[config.mk]
export PLATFORM = sky130hd
export DESIGN_NAME = wb_master_arbiter
export DESIGN_NICKNAME = d
export VERILOG_FILES = /design/src/rtl/wb_arb_pkg.sv /design/src/rtl/wb_arb_timeout.sv /design/src/rtl/wb_master_arbiter.sv
export SDC_FILE = /design/constraint.sdc
export NUM_CORES = 1
export LEC_CHECK = 0
export ABC_CLOCK_PERIOD_IN_PS = 1400
export CAP_MARGIN = 20
export CORE_AREA = 2 2 114 116
export CTS_CLUSTER_SIZE = 28
export DETAILED_ROUTE_END_ITERATION = 10
export DIE_AREA = 0 0 116 118
export SETUP_SLACK_MARGIN = 0.5
export SYNTH_ARGS = -nofsm -noshare
export SYNTH_HDL_FRONTEND = slang
export SYNTH_SLANG_ARGS = --single-unit
[constraint.sdc]
create_clock -name wb_clk_i -period 1.4 [get_ports wb_clk_i]
set_input_delay 0.28 -clock wb_clk_i [delete_from_list [all_inputs] [get_ports wb_clk_i]]
set_output_delay 0.28 -clock wb_clk_i [all_outputs]
set_load 0.05 [all_outputs]
[src/rtl/wb_arb_pkg.sv]
// Shared types and constants for the two-master WISHBONE register-bus arbiter.
package wb_arb_pkg;

  localparam int DEFAULT_ADDR_WIDTH = 22;
  localparam int DEFAULT_DATA_WIDTH = 32;

  // Bit positions within the one-hot grant vector.
  localparam int GNT_BM_IDX = 0;
  localparam int GNT_TC_IDX = 1;

  typedef enum logic [1:0] {
    IDLE   = 2'd0,
    GNT_BM = 2'd1,
    GNT_TC = 2'd2
  } arb_state_t;

endpackage

[src/rtl/wb_arb_timeout.sv]
// Bus-timeout watchdog: counts stalled strobe cycles, fires one err pulse,
// kills the strobe until the bus is released and keeps a sticky flag.
module wb_arb_timeout #(
  parameter int TIMEOUT_CYCLES = 1023
) (
  input  logic clk,
  input  logic rst_n,
  input  logic stall,
  input  logic release_bus,
  output logic fire,
  output logic kill,
  output logic timeout
);

  localparam int CNT_W = $clog2(TIMEOUT_CYCLES + 1);
  localparam logic [CNT_W-1:0] LAST_STALL = CNT_W'(TIMEOUT_CYCLES - 1);

  logic [CNT_W-1:0] cnt;

  // Fires inside the TIMEOUT_CYCLES-th stalled cycle itself, not one later.
  assign fire = stall && (cnt == LAST_STALL);

  always_ff @(posedge clk or negedge rst_n) begin
    if (!rst_n) begin
      cnt     <= '0;
      kill    <= 1'b0;
      timeout <= 1'b0;
    end else begin
      // Any non-stalled cycle (idle, grant start, stb low, ack/err) restarts the count.
      if (stall) cnt <= cnt + 1'b1;
      else       cnt <= '0;

      if (release_bus) kill <= 1'b0;
      else if (fire)   kill <= 1'b1;

      if (fire) timeout <= 1'b1;
    end
  end

endmodule

[src/rtl/wb_master_arbiter.sv]
// Round-robin arbiter between the boardman (bm) and TURF command (tc) WISHBONE
// masters. Define WB_ARBITER_TIMEOUT_EN to build in the bus-timeout watchdog.
module wb_master_arbiter
  import wb_arb_pkg::*;
#(
  parameter int ADDR_WIDTH = DEFAULT_ADDR_WIDTH,
  parameter int DATA_WIDTH = DEFAULT_DATA_WIDTH
`ifdef WB_ARBITER_TIMEOUT_EN
  , parameter int TIMEOUT_CYCLES = 1023
`endif
) (
  input  logic                    wb_clk_i,
  input  logic                    wb_rst_ni,
  input  logic                    bm_cyc_i,
  input  logic                    bm_stb_i,
  input  logic                    bm_we_i,
  input  logic [ADDR_WIDTH-1:0]   bm_adr_i,
  input  logic [DATA_WIDTH-1:0]   bm_dat_i,
  input  logic [DATA_WIDTH/8-1:0] bm_sel_i,
  output logic                    bm_ack_o,
  output logic                    bm_err_o,
  output logic [DATA_WIDTH-1:0]   bm_dat_o,
  input  logic                    tc_cyc_i,
  input  logic                    tc_stb_i,
  input  logic                    tc_we_i,
  input  logic [ADDR_WIDTH-1:0]   tc_adr_i,
  input  logic [DATA_WIDTH-1:0]   tc_dat_i,
  input  logic [DATA_WIDTH/8-1:0] tc_sel_i,
  output logic                    tc_ack_o,
  output logic                    tc_err_o,
  output logic [DATA_WIDTH-1:0]   tc_dat_o,
  output logic                    s_cyc_o,
  output logic                    s_stb_o,
  output logic                    s_we_o,
  output logic [ADDR_WIDTH-1:0]   s_adr_o,
  output logic [DATA_WIDTH-1:0]   s_dat_o,
  output logic [DATA_WIDTH/8-1:0] s_sel_o,
  input  logic                    s_ack_i,
  input  logic                    s_err_i,
  input  logic [DATA_WIDTH-1:0]   s_dat_i,
  output logic [1:0]              gnt_o
`ifdef WB_ARBITER_TIMEOUT_EN
  , output logic                  timeout_o
`endif
);

  arb_state_t state, state_nxt;
  logic       last_tc, last_tc_nxt;
  logic       gnt_bm, gnt_tc;
  logic       stb_sel;
  logic       err_fwd;

  // NOTE: state registers use non-blocking assignments and reset asynchronously,
  // so the slave-side outputs drop the moment wb_rst_ni falls.
  always_ff @(posedge wb_clk_i or negedge wb_rst_ni) begin
    if (!wb_rst_ni) begin
      state   <= IDLE;
      last_tc <= 1'b1;
    end else begin
      state   <= state_nxt;
      last_tc <= last_tc_nxt;
    end
  end

  // NOTE: every combinational output is defaulted first so no latch is inferred.
  always_comb begin
    state_nxt   = state;
    last_tc_nxt = last_tc;
    case (state)
      IDLE: begin
        if (bm_cyc_i && (!tc_cyc_i || last_tc)) begin
          state_nxt   = GNT_BM;
          last_tc_nxt = 1'b0;
        end else if (tc_cyc_i) begin
          state_nxt   = GNT_TC;
          last_tc_nxt = 1'b1;
        end
      end
      GNT_BM:  if (!bm_cyc_i) state_nxt = IDLE;
      GNT_TC:  if (!tc_cyc_i) state_nxt = IDLE;
      default: state_nxt = IDLE;
    endcase
  end

  assign gnt_bm = (state == GNT_BM);
  assign gnt_tc = (state == GNT_TC);

  assign gnt_o[GNT_BM_IDX] = gnt_bm;
  assign gnt_o[GNT_TC_IDX] = gnt_tc;

  // Request-side mux; everything is zero while no master holds the grant.
  always_comb begin
    s_cyc_o = 1'b0;
    stb_sel = 1'b0;
    s_we_o  = 1'b0;
    s_adr_o = '0;
    s_dat_o = '0;
    s_sel_o = '0;
    if (gnt_bm) begin
      s_cyc_o = bm_cyc_i;
      stb_sel = bm_stb_i;
      s_we_o  = bm_we_i;
      s_adr_o = bm_adr_i;
      s_dat_o = bm_dat_i;
      s_sel_o = bm_sel_i;
    end else if (gnt_tc) begin
      s_cyc_o = tc_cyc_i;
      stb_sel = tc_stb_i;
      s_we_o  = tc_we_i;
      s_adr_o = tc_adr_i;
      s_dat_o = tc_dat_i;
      s_sel_o = tc_sel_i;
    end
  end

`ifdef WB_ARBITER_TIMEOUT_EN
  logic to_fire, to_kill, to_stall;

  assign to_stall = s_cyc_o & stb_sel & ~to_kill & ~s_ack_i & ~s_err_i;

  wb_arb_timeout #(
    .TIMEOUT_CYCLES(TIMEOUT_CYCLES)
  ) u_timeout (
    .clk         (wb_clk_i),
    .rst_n       (wb_rst_ni),
    .stall       (to_stall),
    .release_bus (state == IDLE),
    .fire        (to_fire),
    .kill        (to_kill),
    .timeout     (timeout_o)
  );

  assign s_stb_o = stb_sel & ~to_kill;
  assign err_fwd = s_err_i | to_fire;
`else
  assign s_stb_o = stb_sel;
  assign err_fwd = s_err_i;
`endif

  // Responses are steered combinationally to the grant holder only.
  assign bm_ack_o = s_ack_i & gnt_bm;
  assign tc_ack_o = s_ack_i & gnt_tc;
  assign bm_err_o = err_fwd & gnt_bm;
  assign tc_err_o = err_fwd & gnt_tc;
  assign bm_dat_o = s_dat_i;
  assign tc_dat_o = s_dat_i;

endmodule

* Word-level counts from Yosys, hierarchy flattened
Index checks and enable logic that the tools add are counted.
** Cells by class
- Equal/unequal tests :: 5
- Muxes and demuxes :: 19
- Bitwise operators :: 4
- Reduce and logical (&&, ||, !) cells :: 7
** Operators with widths (count)
- 32-bit 2-to-1 mux :: 2
- 22-bit 2-to-1 mux :: 2
- 1-bit 2-to-1 mux :: 8
- 2-bit 2-to-1 mux :: 4
- 4-bit 2-to-1 mux :: 2
- 2-bit one-hot mux with 3 select lines :: 1
- 1-bit AND :: 4
- 2-bit != test, second input constant :: 2
- 3-bit != test, second input constant :: 1
- 3-bit AND reduction :: 1
- 2-bit by 1-bit == test with 1-bit output, second input constant :: 1
- 2-bit == test, second input constant :: 1
- 2-bit zero test :: 1
- 2-bit AND reduction :: 1
- 2-bit nonzero test :: 1
- 1-bit logical AND :: 1
- 1-bit zero test :: 1
- 1-bit logical OR :: 1
** Word-level totals
- Flip-flop bits (word level) :: 3
- Input bits :: 158
- Output and inout port bits :: 131
- Logic and storage cells :: 37

* Depth between registers and ports, before layout
- Word-level depth :: 5
- Mapped depth :: 4
- Gate-level depth less buffers :: 2

* Least setup slack after synthesis
OpenSTA, ideal clock, no wires.
- Kind :: register to output
- From :: reg state[0]
- To :: out s_adr_o[0]
- Data arrival time :: 1284 ps
- Required time :: 1120 ps
- Path slack :: -164 ps
- Stages on the path, launching flop included :: 5
- Path buffers :: 2
- Cell sequence :: dfrtp_1 -> nor2b_4 -> buf_12 -> buf_8 -> a22o_1
** Between the ends
- Word-level cells in the longest chain between the ends :: 3
- Elaborated cells between the ends (all ways) :: 4
- Classes of those cells :: eq/ne (2); mux (2)
** Ends and longest elaborated chain
- start, declared :: line wb_master_arbiter.sv:47 : arb_state_t state, state_nxt;
- start signal, assigned :: line wb_master_arbiter.sv:60 : state <= state_nxt;
- 2-bit == test :: line wb_master_arbiter.sv:86 : assign gnt_tc = (state == GNT_TC);
- 22-bit 2-to-1 mux :: line wb_master_arbiter.sv:106 : end else if (gnt_tc) begin
- 22-bit 2-to-1 mux (*) :: line wb_master_arbiter.sv:99 : if (gnt_bm) begin
- end, declared :: line wb_master_arbiter.sv:35 : output logic [ADDR_WIDTH-1:0] s_adr_o,
Every way passes the cells marked *; elsewhere a longest branch is shown, timed or not.

* Worst setup path after layout
- From :: reg state[1]
- To :: out s_adr_o[3]
The elaborated chain is that of the path after synthesis.

==> results.toml <==
[synth]
yosysUniqueCellTypes = 16
synth_nets = 316
yosys_warnings = 0
synth_seq_area_share = 0.0529
synthCells = 158
ys_ff_latch = 3
syn_avg_cell_area_um2 = 9.13
netlist_area_mm2 = 0.00144

[routing]
ant_nets = 0
routedWlPerCell_um = 16.0
drtPass1Iterations = 4
via_count = 1852
detail_route.wirelength_mm = 7.73
first_iter_violations = 30
via_per_inst = 3.83
drc = 0

[timing]
finalHoldViolations = 0
fmax_ghz = 0.567
fin_skew_ps = 0.0616
min_period_over_period = 1.26
holdWs_ps = 239
period_needed_ps = 1760
final-setup-viol-count = 67
rsz0062_at_grt = "true"
tightest_slew_ps = 169
setup_slack_ps = -364
slew_headroom = 0.887
drv_slew = 0

[die]
num_rows = 41
core_mm2 = 0.0124
start_util = 0.116
io_pins = 289
die_w_um = 116
die_area_mm2 = 0.0137
die_h_um = 118

[setup_path]
critPathTopFamily = "buffers and inverters"
endpoint_kind = "output pin"
critPathLaunch = "state[1]"
crit_top_cell = "buf_12"
slowest_delay_ps = 410
reg2reg_from = "state[0]"
cp.arrival_ps = 1480
startpoint_type = "flop"
crit_chain = "nor2b_4 -> buf_12 -> clkbuf_16 -> a22o_4 -> buf_12"
critical_path_depth = 5
crit_slowest_cell = "dfrtp_1"
path_class = "reg -> out"
critPathRequiredTime_ps = 1120
cp_num_buf_inv = 3
crit_fanout = 8
r2r_cells = 6

[grt]
grt-ovfl-total = 0
grt_max_degree = 15
antenna_found_initial = 0
grt_pass1_vias = 2025
gr-usage-all-layers = 0.102
grt_pass1_wl_mm = 10.9

[pwr]
p_total_mw = 5.89
peakVddDrop_mv = 0.405
cellLeakagePower_nw = 2.00
p_per_area_mw_per_mm2 = 1260

[flow_run]
cap_violations = 0

[finish]
area_growth_pct = 225
fill_cells = 1185
fin_util = 0.378
final_net_count = 471
drive_gt1_frac = 0.574
n_antenna_cell = 0

[clock_network]
cts_tree = "done"
clk_pin_slew_ps = 30
clockBufferDepth = 2
cts.sink_count = 3
htree_levels = 1
ctsRootBufferMaster = "clkbuf_16"
clk_latency_ps = 220
numCtsBuffers = 3

[run_status]
violations = "setup timing"
status = "finished, violations left"

[placed_design]
hpwl_mm = 6.33
gp_congestion = 0.759
port_buffers = 192

[min_path]
min-delay-path-class = "in -> async"
==> state kept, by name, indices dropped and copies added (netlist names) <==
name	count
state	2
last_tc	1
==> power by group <==
part,internal (mW),leakage (nW),switching [mW]
sequential,0.124,0.0359,0.0265
clock,0.376,0.0382,0.0784
combinational,2.88,1.93,2.41
==> layout make-up <==
| type | instances | area [um^2] | share of cell area |
|---|---|---|---|
| Clock buffer | 4 | 78.8 | 0.0168 |
| Tap cell | 172 | 215 | 0.0459 |
| Timing Repair Buffer | 230 | 3130 | 0.667 |
| Multi-Input combinational cell | 74 | 1190 | 0.254 |
| Inverter | 1 | 3.75 | 0.000800 |
| Sequential cell | 3 | 76.3 | 0.0163 |
==> Yosys cell counts, drive strengths merged <==
cell type / number / share of area
a21oi: 1 / 0.0035
and2b: 1 / 0.0052
nand3b: 1 / 0.0052
nand2b: 1 / 0.0043
and2: 5 / 0.022
a22o: 61 / 0.37
dfrtp: 2 / 0.035
o22a: 1 / 0.0061
dfstp: 1 / 0.018
inv: 1 / 0.0026
nor3b: 1 / 0.0052
buf: 80 / 0.50
nor2b: 2 / 0.019
==> cell families (layout without fill, tap and decap cells) <==
kind of cell / Yosys count / after routing / synth area share
buffers and inverters: 81 / 235 / 0.502
DFF: 3 / 3 / 0.0529
and+or+nand+nor: 11 / 11 / 0.0607
AOI/OAI and AO/OA: 63 / 63 / 0.384
==> through the flow <==
stage / std cells / TNS [ps] / worst slack (ps) / cell area (um^2)
2_1_floorplan: 158 / -1450 / -25.5 / 1970
4_1_cts: 478 / -22350 / -364 / 4570
6_report: 484 / -22570 / -364 / 4690
5_1_grt: 484 / -25420 / -406 / 4690
3_5_place_dp: 469 / -8150 / -154 / 4370
3_3_place_gp: 469 / -7390 / -138 / 4370
==> final timing paths <==
path                         endpoint  slack, ps
max                        s_adr_o[3]       -360
min                          state[1]        240
max reg2reg                   last_tc        130
min reg2reg                  state[0]        540
max in group asynchronous     last_tc        940
min in group wb_clk_i        state[0]        540
==> worst reg2reg max path, stage by stage, from the launching register on <==
cell and delay, ps:
dfrtp_1 380, buf_6 130, buf_4 120, buf_6 110, buf_4 130, nor3b_4 180
o22a_1 160
==> cells in the final DEF, fill, tap and decap left out <==
cell and count:
a22o_2 1, inv_1 1, nand2b_1 1, buf_16 2, nand3b_1 1, dfstp_2 1
and2_4 5, nor3b_4 1, buf_8 2, o22a_1 1, buf_4 12, dfrtp_1 2
nor2b_4 2, dlygate4sd2_1 1, and2b_1 1, a21oi_2 1, clkbuf_1 1, a22o_4 60
buf_6 10, clkdlybuf4s50_1 124, buf_12 77, clkbuf_16 5
==> metal layers <==
layer | up-vias | GRT usage | wire length, um
li1 | 834 | - | -
met1 | 860 | 0.102 | 2510
met2 | 133 | 0.200 | 4190
met3 | 25 | 0.0304 | 921
met4 | 0 | 0.0231 | 102
met5 | - | 0 | 0
==> timing repair <==
action | CTS | global route
endpoints found under the setup margin | 70 | 70
setup buffers | 3 | 4
hold buffers | 0 | 0
endpoints found under the hold margin | 0 | 0
cloned | 2 | 2
pin swaps | 1 | 3
resized for setup | 14 | 10
Power figures use the tool's default switching activity.
